===== src/rtl/serial_sub_pkg.sv =====
// -----------------------------------------------------------------------------
// serial_sub_pkg
//   Shared types and constants for the bit-serial subtractor.
//   - state_t   : controller states (IDLE, RUN, DONE)
//   - MAX_WIDTH : widest operand the datapath is meant to be built with
//   - idx_w()   : width of the bit index counter for a given operand width
// -----------------------------------------------------------------------------
package serial_sub_pkg;

    localparam int MAX_WIDTH = 32;

    typedef enum logic [1:0] {
        IDLE = 2'd0,
        RUN  = 2'd1,
        DONE = 2'd2
    } state_t;

    // Never returns 0, so the index counter always has at least one bit.
    function automatic int idx_w(input int width);
        return (width > 1) ? $clog2(width) : 1;
    endfunction

endpackage : serial_sub_pkg


===== src/rtl/fullsub_bit.sv =====
// -----------------------------------------------------------------------------
// fullsub_bit
//   One-bit full subtractor built from gate primitives. It mirrors the
//   structure of the gate-level adder cell, so every internal net is a named
//   wire that can be probed directly.
//   Ports:
//     a    : minuend bit
//     b    : subtrahend bit
//     bin  : borrow in
//     d    : difference bit      d    = a ^ b ^ bin
//     bout : borrow out          bout = (~a & b) | (~(a ^ b) & bin)
// -----------------------------------------------------------------------------
module fullsub_bit (
    input  logic      a,
    input  logic      b,
    input  logic      bin,
    output wire logic d,
    output wire logic bout
);

    wire a_xor_b;     // a ^ b
    wire a_n;         // ~a
    wire a_xnor_b;    // ~(a ^ b)
    wire borrow_gen;  // ~a & b     : this bit creates a borrow on its own
    wire borrow_prop; // ~(a^b)&bin : equal bits pass the incoming borrow on

    xor u_x1 (a_xor_b,     a,        b);
    xor u_x2 (d,           a_xor_b,  bin);
    not u_n1 (a_n,         a);
    not u_n2 (a_xnor_b,    a_xor_b);
    and u_a1 (borrow_gen,  a_n,      b);
    and u_a2 (borrow_prop, a_xnor_b, bin);
    or  u_o1 (bout,        borrow_gen, borrow_prop);

endmodule : fullsub_bit


===== src/rtl/serial_subber.sv =====
// -----------------------------------------------------------------------------
// serial_subber
//   Bit-serial subtractor: accepts an operand pair on a valid/ready request
//   channel, computes a - b LSB-first one bit per clock through a single
//   fullsub_bit cell, and presents the parallel difference and final borrow
//   on a valid/ready result channel.
//   Parameters:
//     WIDTH     : operand/result width, legal range 2..MAX_WIDTH
//   Ports:
//     clk, rst_n : clock (rising edge), asynchronous active-low reset
//     in_valid   : operand pair valid        in_ready  : can accept a pair
//     a, b       : minuend / subtrahend
//     out_valid  : result valid              out_ready : consumer takes result
//     diff       : a - b modulo 2^WIDTH      borrow    : 1 when a < b
//     busy       : high while computing      bit_idx   : bit handled this cycle
// -----------------------------------------------------------------------------
module serial_subber
    import serial_sub_pkg::*;
#(
    parameter  int WIDTH = 8,
    localparam int IDX_W = idx_w(WIDTH)
) (
    input  logic             clk,
    input  logic             rst_n,
    input  logic             in_valid,
    output logic             in_ready,
    input  logic [WIDTH-1:0] a,
    input  logic [WIDTH-1:0] b,
    output logic             out_valid,
    input  logic             out_ready,
    output logic [WIDTH-1:0] diff,
    output logic             borrow,
    output logic             busy,
    output logic [IDX_W-1:0] bit_idx
);

    localparam logic [IDX_W-1:0] LAST_IDX = IDX_W'(WIDTH - 1);

    state_t           state_q, state_d;
    logic [WIDTH-1:0] a_sr, b_sr, res_sr;
    logic [WIDTH-1:0] res_next;
    logic             bin_q;
    logic             d_bit, bout_bit;
    logic             accept, last_bit;
    logic [WIDTH-1:0] diff_q;
    logic             borrow_q;
    logic [IDX_W-1:0] idx_q;

    fullsub_bit u_fullsub (
        .a    (a_sr[0]),
        .b    (b_sr[0]),
        .bin  (bin_q),
        .d    (d_bit),
        .bout (bout_bit)
    );

    assign accept   = in_valid && in_ready;
    assign last_bit = (idx_q == LAST_IDX);
    // The new difference bit enters at the MSB; after WIDTH shifts the LSB
    // computed first has arrived at bit 0.
    assign res_next = {d_bit, res_sr[WIDTH-1:1]};

    // NOTE: sequential state uses non-blocking assignments so every flop
    // samples the pre-edge values, independent of block ordering.
    always_ff @(posedge clk or negedge rst_n) begin
        if (!rst_n) begin
            state_q <= IDLE;
        end else begin
            state_q <= state_d;
        end
    end

    // NOTE: every output of this block gets a default before the case, so no
    // path leaves a signal unassigned and no latch is inferred.
    always_comb begin
        state_d   = state_q;
        in_ready  = 1'b0;
        busy      = 1'b0;
        out_valid = 1'b0;
        unique case (state_q)
            IDLE: begin
                in_ready = 1'b1;
                if (in_valid) state_d = RUN;
            end
            RUN: begin
                busy = 1'b1;
                if (last_bit) state_d = DONE;
            end
            DONE: begin
                out_valid = 1'b1;
                if (out_ready) state_d = IDLE;
            end
            default: state_d = IDLE;
        endcase
    end

    always_ff @(posedge clk or negedge rst_n) begin
        if (!rst_n) begin
            a_sr     <= '0;
            b_sr     <= '0;
            res_sr   <= '0;
            bin_q    <= 1'b0;
            idx_q    <= '0;
            diff_q   <= '0;
            borrow_q <= 1'b0;
        end else begin
            if (accept) begin
                a_sr   <= a;
                b_sr   <= b;
                res_sr <= '0;
                bin_q  <= 1'b0;
                idx_q  <= '0;
            end else if (state_q == RUN) begin
                a_sr   <= a_sr >> 1;
                b_sr   <= b_sr >> 1;
                res_sr <= res_next;
                bin_q  <= bout_bit;
                if (last_bit) begin
                    // Publish the result; diff/borrow then hold until the
                    // next operation completes.
                    diff_q   <= res_next;
                    borrow_q <= bout_bit;
                    idx_q    <= '0;
                end else begin
                    idx_q <= idx_q + 1'b1;
                end
            end
        end
    end

    assign diff    = diff_q;
    assign borrow  = borrow_q;
    assign bit_idx = idx_q;

endmodule : serial_subber


===== config.mk =====
export PLATFORM = sky130hd
export DESIGN_NAME = serial_subber
export DESIGN_NICKNAME = d
export VERILOG_FILES = /design/src/rtl/serial_sub_pkg.sv /design/src/rtl/fullsub_bit.sv /design/src/rtl/serial_subber.sv
export SDC_FILE = /design/constraint.sdc
export NUM_CORES = 1
export LEC_CHECK = 0
export CAP_MARGIN = 20
export CORE_AREA = 2 2 61 63
export DETAILED_ROUTE_END_ITERATION = 7
export DIE_AREA = 0 0 63 65
export PLACE_DENSITY = 0.73
export SLEW_MARGIN = 20
export SYNTH_ARGS = -nofsm -noshare
export SYNTH_HDL_FRONTEND = slang
export SYNTH_SLANG_ARGS = --single-unit

===== constraint.sdc =====
create_clock -name clk -period 3.4 [get_ports clk]
set_input_delay 0.68 -clock clk [delete_from_list [all_inputs] [get_ports clk]]
set_output_delay 0.68 -clock clk [all_outputs]
set_load 0.05 [all_outputs]

[Word level (Yosys, flattened, before mapping)]
Cells that the tools add are included.
Storage, ports and cells
  word-level logic and storage cells: 46
  bits in registers: 39
  input bits: 20
Operators by class
  reductions and logical operators: 5
  bitwise gates (word level): 8
  eq/ne operators: 6
  multiplexer cells: 18
  $add $sub $neg: 1
Operators by type and width (count)
  2-to-1 mux 8 bit: 6
  2-to-1 mux 3 bit: 3
  2-to-1 mux 2 bit: 3
  != test 2 bit (second input constant): 3
  case mux 2 bit (3 select lines): 1
  AND reduction 3 bit: 2
  2-to-1 mux 1 bit: 5
  adder 3 x 1 -> 3 bit (second input constant): 1
  == test 3 bit (second input constant): 1
  inverter 1 bit: 3
  AND 1 bit: 2
  == test 2 x 1 -> 1 bit (second input constant): 1
  == test 2 bit (second input constant): 1
  zero test 2 bit: 1
  nonzero test 2 bit: 1
  bitwise XOR 1 bit: 2
  logical AND 1 bit: 1
  OR 1 bit: 1

[Depth between registers and ports, before layout]
Gate-level depths: netlist of the first run.
  word-level depth: 6
  gate-level depth with buffers: 6

[Cells and area by module]
A second synthesis of the first run with hierarchy kept.
Unflattened totals
  cells, all modules: 130
  area total of the unflattened synthesis: 1656.6 um^2
Modules (own cells, without submodules)
  serial_subber: cells an instance 126, sequential area each 950.9 um^2, area an instance 1625.3 um^2, times used 1
  fullsub_bit: cells an instance 4, sequential area each 0.0 um^2, area an instance 31.3 um^2, times used 1

[Least setup slack after synthesis of the first run]
OpenSTA, ideal clock, no wires.
  path type: register to output
  start: register state_q[1]
  end: output port out_valid
  stages on the path, launching flop included: 4
  arrival time: 1327 ps
  setup slack: 1393 ps
  cell sequence: dfrtp_1 inv_1 clkbuf_8 nor2_1
Between the ends
  longest elaborated chain between the ends: 2
RTL lines
  start, declared: line serial_subber.sv:39  | state_t state_q, state_d;
  start signal, assigned: line serial_subber.sv:69  | state_q <= state_d;
  == test 2 bit: line serial_subber.sv:80  | unique case (state_q)
  2-to-1 mux 1 bit: line serial_subber.sv:80
  end, declared: line serial_subber.sv:29  | output logic out_valid,
No other way between the ends.

[Final worst setup path of the first run]
  start: register state_q[0]
  end: output port busy
Between the ends
  longest elaborated chain between the ends: 2
RTL lines
  == test 2 x 1 -> 1 bit: line serial_subber.sv:80
  2-to-1 mux 1 bit: line serial_subber.sv:80
  end, declared: line serial_subber.sv:33  | output logic busy,
No other way between the ends.

==> run metrics, run 1 <==
status finished clean; complex-gate fraction of the synthesized area 23.0%; GR Overflow Total 0; Sw Ratio 40.9%; share of layout cells above drive strength 1 13.0%; Adder-Cell Fraction of Synth Area 2.75%; Clock power frac 14.5%; pin count of the biggest net entering global routing 39; die area 4100 um2; Synth Area in XOR/XNOR 0%; vias in the first global route 1173; Starting Density 46.9%; Avg Inst Size Synth 13.0 um2; Crit. End Element output pin; Power Dens Cells 1020 nW/um2; post-synth top area share 58.0%; die outline height 65 um; Nets 183; Logic pwr share 47.4%; fin crit period 3070 ps; Worst Path Max Fanout 11; Num CTS Buffers 5; fillers 322; port bufs 34; leading area contributor after synthesis dfrtp_1; final RePlAce weighted congestion 0.816; Seq pwr share 38.1%; CTS tree built; Pleak 0.914 nW; detailed-route DRC error count 0; Final Hold Viols 0; crit-path cells nand2b_1 > inv_2 > clkdlybuf4s50_1; die width 63 um; Async SR Flop Fraction 100%; CTS Sinks 38; TNS Setup 0 ps; initial antenna violation count 0; WS Path Type reg2out; EDFF count, synth 0; CORE AREA 3500 um2; IO Pins 35; Area contributors post-synth dfrtp_1 (58%), o22ai_1 (8.8%), mux2_4 (6.4%), a22o_1 (4.8%), a21oi_1 (2.7%); Max Freq 326 MHz; drt wl/cell 15.0 um; vias per std cell 5.54; Gate Count Post-Synth 126; H-Tree Depth 2; Yosys cell types 24; Seq/Total Area, Yosys 58.0%; Iter 0 DRT Violations 46; # setup viols final 0; routed vias 1158; CTS Buffer Depth 2; Post-Syn Area 1640 um2; number of setup buffers added after CTS 0; P_int 0.00125 W; number of max-cap violations 0; WP data required 2720 ps; Rel. slew slack 64.8%; CTS Hold Bufs 0; Syn Nets 149; Least-Margin Pin Slew 526 ps; hold slack 500 ps; Detail Route Antenna Nets 0; post-DP HPWL 2200 um; PostCTS Resize Cnt 0; cell row count 22; sw power 0.000861 W; Root Buffer clkbuf_4; unrepaired setup endpoints after global routing no; Worst-path clk slew 110 ps; Clock Skew 8.74 ps; synthesis-to-finish area growth 25.6%; Tcrit/Tclk final 90.3%; PnR worst setup slack 329 ps; GRT Overall Usage 17.5%; CP max stage cell clkdlybuf4s50_1; diode count 0; worst hold path class reg2reg; Skew-Pair Late Insertion Delay 360 ps; CP peak stage delay 840 ps; Worst Setup Slack post-DPL 710 ps; VDD IR max 0.000397 V; first drt pass iteration count 4; simple-gate portion of the synthesized area 3.74%; synth warn 0; Yosys reg bits 38; crit path DAT 2390 ps; most frequent cells after synthesis dfrtp_1 (38), o22ai_1 (23), a21oi_1 (9), a22o_1 (9), mux2_4 (7); largest family of logic cells by synthesized area compound AO/OA/AOI/OAI gates; DRT Wirelength 3130 um; most frequent cell after synthesis dfrtp_1; Synth Flop Type dfrtp_1; first-pass GRT wire length 5440 um; startpoint types register; multiplexer share of the synthesized area 7.09%; Slew Viols, Final 0
## registers in the layout (all words and copies together), names as in the netlist
signal / cells
a_sr: 8
b_sr: 8
bin_q: 1
bit_idx: 3
borrow: 1
diff: 8
res_sr: 7
state_q: 2
## worst paths after layout
path                       slack [ps]       to  cells past startpoint        from
max                               330     busy                      3  state_q[0]
min                               500   borrow                      2      borrow
max reg2reg                      1850  diff[0]                      4  bit_idx[0]
min reg2reg                       500   borrow                      2      borrow
max in group asynchronous        2340   borrow                      2       rst_n
min in group asynchronous         730  diff[1]                      2       rst_n
## logic make-up (layout without fill, tap and decap cells)
logic type               Yosys count  after routing
AND/OR/NAND/NOR                   10             10
buffers and inverters             14             49
adder cells (fa/ha/maj)            3              3
multiplexers                       8              8
flip-flops                        38             38
AO/OA/AOI/OAI                     53             53
## cells in the final DEF (no fill, tap or decap)
| cell type | count |
|---|---|
| dfrtp_1 | 38 |
| clkdlybuf4s50_1 | 34 |
| o22ai_1 | 23 |
| a21oi_1 | 9 |
| a22o_1 | 9 |
| mux2_4 | 7 |
| a2bb2oi_1 | 5 |
| clkbuf_4 | 5 |
| nor2_1 | 4 |
| inv_1 | 4 |
| nand2b_1 | 3 |
| inv_2 | 2 |
| a32o_1 | 2 |
| nand2_1 | 2 |
| o31ai_1 | 2 |
| ha_1 | 2 |
| clkinv_2 | 2 |
| o21bai_4 | 1 |
| nand3b_4 | 1 |
| o21ai_0 | 1 |
| mux2_2 | 1 |
| a22oi_1 | 1 |
| fa_1 | 1 |
| bufinv_16 | 1 |
| buf_4 | 1 |
## per-stage QoR
| stage | power (W) | utilization (%) | instances | cell area [um2] |
|---|---|---|---|---|
| after CTS | 0.00213 | 58.9 | 209 | 2060 |
| final | 0.00211 | 58.9 | 209 | 2060 |
| after detailed placement | 0.00182 | 56.7 | 201 | 1980 |
| after global placement | 0.00179 | 56.7 | 201 | 1980 |
| after floorplan | 0.00155 | - | 126 | 1640 |
| after global routing | 0.00225 | 58.9 | 209 | 2060 |
## area by class of cell
cell class	instances	area [um2]	share of cell area (%)
clock buffer	5	37.5	1.82
clock inverter	3	40.0	1.94
inverter	6	22.5	1.09
multi-input combinational	74	601	29.2
sequential	38	951	46.2
tap	48	60.1	2.92
timing repair buffer	35	348	16.9
## metal layers
| layer | up-vias | routed length (um) | GRT usage [%] |
|---|---|---|---|
| li1 | 548 | - | - |
| met1 | 568 | 1390 | 21.9 |
| met2 | 37 | 1480 | 27.1 |
| met3 | 5 | 199 | 6.25 |
| met4 | 0 | 53 | 8.33 |
| met5 | - | 0 | 0 |
## power groups by stage
stage / Combinational [W] / Clock (W) / Sequential (W)
6_report: 0.000999 / 0.000305 / 0.000803
5_1_grt: 0.00108 / 0.000333 / 0.000835
4_1_cts: 0.00101 / 0.000309 / 0.000803
3_5_place_dp: 0.00101 / 0 / 0.000812
3_3_place_gp: 0.000985 / 0 / 0.000800
2_1_floorplan: 0.000565 / 0 / 0.000988
## worst max-delay path: cells and delay by family (launching register included)
family	cells	cell delay, ps
buffers and inverters	2	1090
flip-flops	1	610
AND/OR/NAND/NOR	1	340
Note: power is estimated with default switching activity, not from simulation.
==> run 2: changes to the inputs <==
--- a/config.mk
+++ b/config.mk
@@ -6,10 +6,12 @@
 export NUM_CORES = 1
 export LEC_CHECK = 0
 export CAP_MARGIN = 20
-export CORE_AREA = 2 2 61 63
+export CORE_AREA = 2 2 59 61
 export DETAILED_ROUTE_END_ITERATION = 7
-export DIE_AREA = 0 0 63 65
-export PLACE_DENSITY = 0.73
+export DIE_AREA = 0 0 61 63
+export PLACE_DENSITY = 0.78
+export RECOVER_POWER = 100
+export REMOVE_ABC_BUFFERS = 1
 export SLEW_MARGIN = 20
 export SYNTH_ARGS = -nofsm -noshare
 export SYNTH_HDL_FRONTEND = slang
==> run 2 against run 1 <==
Compared with the run above: the flow now finishes with violations (max-capacitance violations, max-slew violations); cell count decreased by 1.4%; die area decreased by 6.2%; critical path depth unchanged; setup slack improved by 72 ps.
==> run metrics, run 2 (same netlist as run 1, synthesis figures left out) <==
drt wl/cell 14.9 um (was 15.0 um); Power Dens Cells 978 nW/um2 (was 1020 nW/um2); unrepaired setup endpoints after global routing no (unchanged); vias in the first global route 1167 (was 1173); r2r endpoint diff[0] (unchanged); Worst-path clk slew 110 ps (about the same); synthesis-to-finish area growth 20.3% (was 25.6%); first drt pass iteration count 4 (unchanged); cell row count 21 (was 22); number of max-cap violations 1 (was 0); Cells on Worst Hold Path 1 (was 2); Root Buffer clkbuf_4 (unchanged); Pleak 0.880 nW (was 0.914 nW); Final Instance Area 1970 um2 (was 2060 um2); final RePlAce weighted congestion 0.799 (was 0.816); share of layout cells above drive strength 1 6.25% (was 13.0%); met3 Use GR 6.21% (was 6.25%); PostCTS Resize Cnt 0 (unchanged); port bufs 34 (unchanged); TNS Setup 0 ps (unchanged); pin count of the biggest net entering global routing 39 (unchanged); Starting Density 50.8% (was 46.9%); Slew Viols, Final 39 (was 0); Detail Route Antenna Nets 0 (unchanged); die width 61 um (was 63 um); most frequent cells in the layout dfrtp_1 (38), o22ai_1 (23), clkdlybuf4s50_1 (17), dlygate4sd3_1 (17) (was dfrtp_1 (38), clkdlybuf4s50_1 (34), o22ai_1 (23)); crit-path cells nand2b_1 > inv_2 > dlygate4sd3_1 (was nand2b_1 > inv_2 > clkdlybuf4s50_1); Layout Cells excl Fill 206 (was 209); H-Tree Depth 2 (unchanged); die area 3840 um2 (was 4100 um2); Num CTS Buffers 5 (unchanged); # setup viols final 0 (unchanged); first-pass GRT wire length 5220 um (was 5440 um); WS Path Type reg2out (unchanged); PnR worst setup slack 401 ps (was 329 ps); met2 global-route usage 29.0% (was 27.1%); Critical Path Stages 3 (unchanged); Rel. slew slack -32.6% (was 64.8%); r2r setup slk 1610 ps (was 1850 ps); Least-Margin Pin Slew 1990 ps (was 526 ps); Nets 183 (unchanged); CORE AREA 3230 um2 (was 3500 um2); Worst Path Max Fanout 11 (unchanged); Crit. End Element output pin (unchanged); IO Pins 35 (unchanged); HP Start diff[7] (was borrow); DRT Wirelength 3070 um (was 3130 um); Max Freq 333 MHz (was 326 MHz); worst hold path class reg2reg (unchanged); fin crit period 3000 ps (was 3070 ps); detailed-route DRC error count 0 (unchanged); startpoint types register (unchanged); status complete, but fails checks (was finished clean); routed vias 1180 (was 1158); GR Overflow Total 0 (unchanged); Worst Setup Slack post-DPL 690 ps (was 710 ps); placed insts 199 (was 201); Worst Path Buf+Inv 2 (unchanged); post-DP HPWL 2230 um (was 2200 um); CP max stage cell dlygate4sd3_1 (was clkdlybuf4s50_1); commonest non-fill, non-tap cell in the layout dfrtp_1 (unchanged); Clock Skew 9.85 ps (was 8.74 ps); failing checks max-capacitance violations, max-slew violations; crit path DAT 2320 ps (was 2390 ps); CTS tree built (unchanged); number of setup buffers added after CTS 0 (unchanged); worst reg-to-reg path cell count 4 (unchanged); CP peak stage delay 900 ps (was 840 ps); GR Util met1 23.2% (was 21.9%); Skew-Pair Late Insertion Delay 340 ps (was 360 ps); final core occ 61.1% (was 58.9%); Iter 0 DRT Violations 49 (was 46); initial antenna violation count 0 (unchanged); CTS Sinks 38 (unchanged); Hold Path End diff[7] (was borrow); VDD IR max 0.000400 V (was 0.000397 V); delay-heaviest family, CP buffers and inverters (unchanged); CTS Buffer Depth 2 (unchanged); Tcrit/Tclk final 88.2% (was 90.3%); placed cell area 1980 um2 (about the same); die outline height 63 um (was 65 um); worst reg2reg startpoint bit_idx[0] (unchanged); Final Hold Viols 0 (unchanged); diode count 0 (unchanged); vias per std cell 5.73 (was 5.54); CTS Hold Bufs 0 (unchanged); WP data required 2720 ps (about the same); GRT Overall Usage 18.4% (was 17.5%); most used routing layer in global routing met2 (unchanged)
[run 2: changes by cell type in the layout (fill, tap and decap cells not counted), sizes merged]
cell,previous run,this run
buf,1,0
clkdlybuf4s50,34,17
bufinv,1,0
dlygate4sd3,0,17
clkbuf,5,6
[run 2: cell type report]
class | count | area [um2]
clock buffer | 5 | 37.5
clock inverter | 2 | 10.0
fill | 288 | 1260
inverter | 6 | 22.5
multi-input combinational | 74 | 551
sequential | 38 | 951
tap | 46 | 57.6
timing repair buffer | 35 | 344
[run 2: where the power goes]
group	internal (W)	switching, W
registers	0.000654	0.000137
clock network	0.0000743	0.000139
logic	0.000370	0.000555
[run 2: how the worst max path moves through the flow]
stage	slack (ps)	from	to
CTS	300	state_q[0]	busy
floorplan	1450	state_q[1]	out_valid
detailed placement	690	state_q[0]	busy
finish	400	state_q[0]	busy
global route	230	state_q[0]	busy
global placement	770	state_q[0]	busy
[run 2: metal layers]
metal	part of all wire (%)	up-vias
met2	50	38
met1	43	593
met3	5.3	4
met4	1.2	0
li1	-	545
met5	0	-
[run 2: worst reg2reg max path, stage by stage, from the launching register on]
cell and delay, ps:
dfrtp_1 430, ha_1 220, ha_1 220, nand3b_1 420, mux2_2 400
[run 2: metrics by stage]
| step | hold WS (ps) | power [W] |
|---|---|---|
| floorplan | 384 | 0.00151 |
| global placement | 482 | 0.00178 |
| detailed placement | 479 | 0.00183 |
| CTS | 510 | 0.00204 |
| global route | 537 | 0.00209 |
| finish | 498 | 0.00193 |
==> run 3: changes to the inputs <==
--- a/config.mk
+++ b/config.mk
@@ -5,14 +5,14 @@
 export SDC_FILE = /design/constraint.sdc
 export NUM_CORES = 1
 export LEC_CHECK = 0
-export CAP_MARGIN = 20
+export CAP_MARGIN = 5
 export CORE_AREA = 2 2 59 61
 export DETAILED_ROUTE_END_ITERATION = 7
 export DIE_AREA = 0 0 61 63
 export PLACE_DENSITY = 0.78
 export RECOVER_POWER = 100
 export REMOVE_ABC_BUFFERS = 1
-export SLEW_MARGIN = 20
+export SLEW_MARGIN = 10
 export SYNTH_ARGS = -nofsm -noshare
 export SYNTH_HDL_FRONTEND = slang
 export SYNTH_SLANG_ARGS = --single-unit
==> results of run 3 <==
No change in the layout: final DEF, timing and power equal those of run 2.
